File: src/rtl/tplatch_pkg.sv
// tplatch_pkg: shared constants and arithmetic helpers for the latch bank.
// Revision: 1.0
`default_nettype none

package tplatch_pkg;

  localparam int TPL_MODE_TRANSPARENT = 0;
  localparam int TPL_MODE_REGISTERED  = 1;

  // Ceiling log2, used to size the popcount of close strobes.
  function automatic int tpl_clog2(input int value);
    int r;
    r = 0;
    while ((1 << r) < value) begin
      r = r + 1;
    end
    return r;
  endfunction

  // Operands are zero-extended to 64 bits, so the sum cannot wrap for counters up to 32 bits.
  function automatic logic [63:0] tpl_sat_add(input logic [63:0] acc,
                                               input logic [63:0] inc,
                                               input logic [63:0] max_v);
    logic [63:0] sum;
    sum = acc + inc;
    return (sum > max_v) ? max_v : sum;
  endfunction

endpackage

`default_nettype wire

File: src/rtl/m_tplatch_bank_lane.sv
// m_tplatch_lane: one synchronously emulated level-sensitive latch with close-edge strobe.
// Revision: 1.0
`default_nettype none

module m_tplatch_lane
  import tplatch_pkg::*;
#(
  parameter int               WIDTH       = 8,
  parameter int               MODE        = TPL_MODE_TRANSPARENT,
  parameter logic [WIDTH-1:0] RESET_VALUE = '0
) (
  input  logic             clk_i,
  input  logic             rst_i,
  input  logic             en_i,
  input  logic [WIDTH-1:0] d_i,
  output logic [WIDTH-1:0] q_o,
  output logic             closed_o
);

  logic [WIDTH-1:0] h_q;
  logic [WIDTH-1:0] h_d;
  logic             ebd_q;

  always_comb begin
    h_d = en_i ? d_i : h_q;
  end

  always_ff @(posedge clk_i) begin
    if (rst_i) begin
      h_q   <= RESET_VALUE;
      ebd_q <= 1'b0;
    end else begin
      h_q   <= h_d;
      ebd_q <= en_i;
    end
  end

  // Output is forced to the reset value for as long as reset is held, in both modes.
  generate
    if (MODE == TPL_MODE_TRANSPARENT) begin : g_transparent
      assign q_o = rst_i ? RESET_VALUE : (en_i ? d_i : h_q);
    end else begin : g_registered
      assign q_o = rst_i ? RESET_VALUE : h_q;
    end
  endgenerate

  assign closed_o = ebd_q & ~en_i & ~rst_i;

endmodule

`default_nettype wire

File: src/rtl/m_tplatch_bank.sv
// m_tplatch_bank: LANES x WIDTH latch bank with close strobes and saturating close counter.
// Revision: 1.0 -- optional snapshot register enabled by TPLATCH_BANK_SNAPSHOT_EN.
`default_nettype none

module m_tplatch_bank
  import tplatch_pkg::*;
#(
  parameter int               WIDTH       = 8,
  parameter int               LANES       = 4,
  parameter int               MODE        = TPL_MODE_TRANSPARENT,
  parameter logic [WIDTH-1:0] RESET_VALUE = '0,
  parameter int               COUNT_W     = 8
) (
  input  logic                   MasterClock,
  input  logic                   Reset,
  input  logic [LANES*WIDTH-1:0] D,
  input  logic [LANES-1:0]       EB,
  input  logic                   ClearCount,
`ifdef TPLATCH_BANK_SNAPSHOT_EN
  input  logic                   Snap,
  output logic [LANES*WIDTH-1:0] SnapQ,
`endif
  output logic [LANES*WIDTH-1:0] Q,
  output logic [LANES-1:0]       Closed,
  output logic [COUNT_W-1:0]     CloseCount
);

  localparam int          N_W   = tpl_clog2(LANES + 1);
  localparam logic [63:0] C_MAX = (64'd1 << COUNT_W) - 64'd1;

  logic [N_W-1:0]     close_n;
  logic [COUNT_W-1:0] count_base;
  logic [COUNT_W-1:0] count_d;
  logic [COUNT_W-1:0] count_q;

  generate
    for (genvar l = 0; l < LANES; l++) begin : g_lane
      m_tplatch_lane #(
        .WIDTH       (WIDTH),
        .MODE        (MODE),
        .RESET_VALUE (RESET_VALUE)
      ) u_lane (
        .clk_i    (MasterClock),
        .rst_i    (Reset),
        .en_i     (EB[l]),
        .d_i      (D[l*WIDTH +: WIDTH]),
        .q_o      (Q[l*WIDTH +: WIDTH]),
        .closed_o (Closed[l])
      );
    end
  endgenerate

  // Clear zeroes the base first, so closes in the same cycle still count.
  always_comb begin
    close_n = '0;
    for (int l = 0; l < LANES; l++) begin
      close_n = close_n + N_W'(Closed[l]);
    end
    count_base = ClearCount ? '0 : count_q;
    count_d    = COUNT_W'(tpl_sat_add(64'(count_base), 64'(close_n), C_MAX));
  end

  always_ff @(posedge MasterClock) begin
    if (Reset) begin
      count_q <= '0;
    end else begin
      count_q <= count_d;
    end
  end

  assign CloseCount = count_q;

`ifdef TPLATCH_BANK_SNAPSHOT_EN
  logic [LANES*WIDTH-1:0] snap_q;

  always_ff @(posedge MasterClock) begin
    if (Reset) begin
      snap_q <= {LANES{RESET_VALUE}};
    end else if (Snap) begin
      snap_q <= Q;
    end
  end

  assign SnapQ = snap_q;
`endif

endmodule

`default_nettype wire
File: config.mk
export PLATFORM = sky130hd
export DESIGN_NAME = m_tplatch_bank
export DESIGN_NICKNAME = d
export VERILOG_FILES = /design/src/rtl/tplatch_pkg.sv /design/src/rtl/m_tplatch_bank_lane.sv /design/src/rtl/m_tplatch_bank.sv
export SDC_FILE = /design/constraint.sdc
export NUM_CORES = 1
export LEC_CHECK = 0
export CORE_MARGIN = 10
export CORE_UTILIZATION = 35
export DETAILED_ROUTE_END_ITERATION = 8
export GPL_TIMING_DRIVEN = 0
export HOLD_SLACK_MARGIN = 0.06
export PLACE_DENSITY = 0.72
export SYNTH_ARGS = -nofsm -noshare
export SYNTH_HDL_FRONTEND = slang
export SYNTH_SLANG_ARGS = --single-unit
File: constraint.sdc
create_clock -name MasterClock -period 3.3 [get_ports MasterClock]
set_input_delay 0.99 -clock MasterClock [delete_from_list [all_inputs] [get_ports MasterClock]]
set_output_delay 0.99 -clock MasterClock [all_outputs]
set_load 0.05 [all_outputs]
==> results of run 1 <==
-- area by class of cell --
class | instances | area, µm²
fill | 510 | 2350
sequential | 44 | 881
multi-input combinational | 119 | 842
timing repair buffer | 78 | 724
tap | 70 | 87.6
buffer | 13 | 73.8
clock buffer | 5 | 68.8
inverter | 10 | 37.5
clock inverter | 2 | 12.5
-- sequential cells by signal (all words and copies together) (netlist names) --
register             count
g_lane.u_lane.h_q       32
CloseCount               8
g_lane.u_lane.ebd_q      4
-- kinds of logic (layout without fill, tap and decap cells) --
logic type	count (synthesis)	after routing	share of synthesized area [%]
AO/OA/AOI/OAI	18	18	7.04
adder cells (fa/ha/maj)	4	4	4.00
buffers and inverters	23	108	6.00
flip-flops	44	44	48.6
multiplexers	32	32	17.7
AND/OR/NAND/NOR	65	65	16.7
-- worst max-delay path, stage by stage --
cell and delay [ns]:
buf_2 0.16, buf_4 0.19, nor2_1 0.09, nand2_1 0.10, inv_1 0.06, buf_4 0.09
dlygate4sd2_1 0.52
-- path summary, 6_finish.rpt --
path	cells past startpoint	end	slack, ns	from
max reg2reg	9	CloseCount[0]$_SDFF_PP0_	1.00	g_lane[0].u_lane.ebd_q$_SDFF_PP0_
max	7	Closed[3]	0.11	Reset
min reg2reg	2	g_lane[0].u_lane.h_q[3]$_DFF_P_	0.51	g_lane[0].u_lane.h_q[3]$_DFF_P_
min	2	g_lane[0].u_lane.h_q[3]$_DFF_P_	0.51	g_lane[0].u_lane.h_q[3]$_DFF_P_
-- repair_timing --
action                                  4_1_cts  5_1_grt
gates resized for setup                      37        8
pin swaps                                     0        1
setup buffers                                 0        1
endpoints found under the setup margin       38        4
-- metrics by stage --
step / cell area [µm²] / setup TNS [ns]
floorplan: 1820 / 0
global placement: 2680 / -6.89
detailed placement: 2680 / -7.63
CTS: 2710 / 0
global route: 2730 / 0
finish: 2730 / 0
-- cell usage after synthesis (all sizes together) --
library cell  instances  area share, %
nor2b                 6            2.1
and2                  2           0.76
fa                    3            3.3
a31oi                 2           0.69
or3                   1           0.35
a211oi                2           0.83
dfxtp                44             49
nor2                 37            7.7
nand3                 2           0.83
nand3b                1           0.41
o211ai                5            2.1
nand2                 7            1.4
and3                  3            1.2
nand2b                1           0.35
buf                  13            3.9
a221oi                1           0.48
nor3                  3           0.83
ha                    1           0.69
mux2i                32             18
o21a                  2           0.83
a21oi                 2           0.55
inv                  10            2.1
nand4                 1           0.35
a21boi                1           0.41
o2111a                1           0.62
o21ai                 2           0.55
and4                  1           0.48
-- per-layer routing --
metal  part of all wire (%)  track usage (%)
met1                     41             11.6
met2                     46             17.3
met3                     12             6.28
met4                    1.7             4.63
met5                      0                0
-- power breakdown --
part,switching [mW],internal [mW]
registers,0.00665,0.557
clock network,0.178,0.143
logic,0.151,0.0907
==> impl_metrics.json, run 1 <==
{
  "outcome": "finished clean",
  "grt_overflow": 0,
  "grt_max_degree": 14,
  "clock_path_buffers": 2,
  "numPortBuffers": 77,
  "final_cell_mix": "dfxtp_1, clkdlybuf4s50_1, nor2_1",
  "final_common_cell": "dfxtp_1",
  "dieHeight_um": 92.0,
  "crit_path_max_fanout": 10,
  "route.detailed.drc": 0,
  "ys_seq_area_share_pct": 48.6,
  "drt_iter0_markers": 49,
  "tightest_slew_ns": 0.526,
  "min_period_over_period_pct": 96.8,
  "clk_latency_ns": 0.29,
  "synthesis.area_um2": 1810,
  "final_antenna_net_count": 0,
  "setup_viol": 0,
  "cts_tree": "done",
  "ctsHoldBuffers": 0,
  "diodes": 0,
  "place_congestion": 0.816,
  "place_ws_ns": -0.332,
  "grt_usage_pct": 10.9,
  "dp.cells": 333,
  "clk_pin_slew_ns": 0.08,
  "viasPerCell": 4.43,
  "finalCriticalPeriod_ns": 3.19,
  "synth_seq_cells": 44,
  "leakage_nw": 1.29,
  "hold_class": "reg2reg",
  "max-slew-margin-rel_pct": 65.1,
  "grt_pass1_vias": 1583,
  "synth.distinct_cells": 32,
  "drv_cap": 0,
  "die_w_um": 92.0,
  "clock_skew_ns": 0.00196,
  "yosys_warnings": 0,
  "drtPass1Iterations": 4,
  "numClockSinks": 44,
  "grt_antenna_before_repair": 0,
  "ctsRootBufferMaster": "clkbuf_8",
  "wl_per_cell_um": 13.8,
  "drive_gt1_share_pct": 11.1,
  "ir_drop_uv": 251,
  "syn_nets": 229,
  "crit_path_start_kind": "input pin",
  "cp-end-kind": "primary output",
  "grt_pass1_wl_mm": 7.65,
  "final-max-slew-violation-count": 0,
  "cts_max_level": 2,
  "areaGrowthSynthToFinish_pct": 50.4,
  "rows": 26,
  "holdWs_ns": 0.506,
  "initial_core_util_pct": 35.7,
  "required_ns": 2.31,
  "ioPinCount": 83,
  "core_um2": 5070,
  "cts_made_buffers": 5,
  "nets": 314,
  "final_core_util_pct": 53.7,
  "powerDensity_nw_per_um2": 413,
  "final_cells": 341,
  "finalHoldViolations": 0,
  "dieArea_um2": 8460,
  "synth_area_per_cell_um2": 9.75,
  "syn_inst": 186,
  "p_total_mw": 1.13,
  "vias": 1512,
  "drt-total-wl_mm": 4.70,
  "rsz0062_at_grt": "false",
  "place_hpwl_mm": 3.64,
  "crit_type": "in2out",
  "fmax_ghz": 0.313,
  "cp.arrival_ns": 2.20,
  "setup_slack_ns": 0.106
}
(Power assumes the default switching activity.)
==> run 2, diff against run 1 <==
--- a/config.mk
+++ b/config.mk
@@ -11,6 +11,7 @@
 export GPL_TIMING_DRIVEN = 0
 export HOLD_SLACK_MARGIN = 0.06
 export PLACE_DENSITY = 0.72
+export SLEW_MARGIN = 5
 export SYNTH_ARGS = -nofsm -noshare
 export SYNTH_HDL_FRONTEND = slang
 export SYNTH_SLANG_ARGS = --single-unit
==> results of run 2 <==
No change in the layout: final DEF, timing and power equal those of run 1.
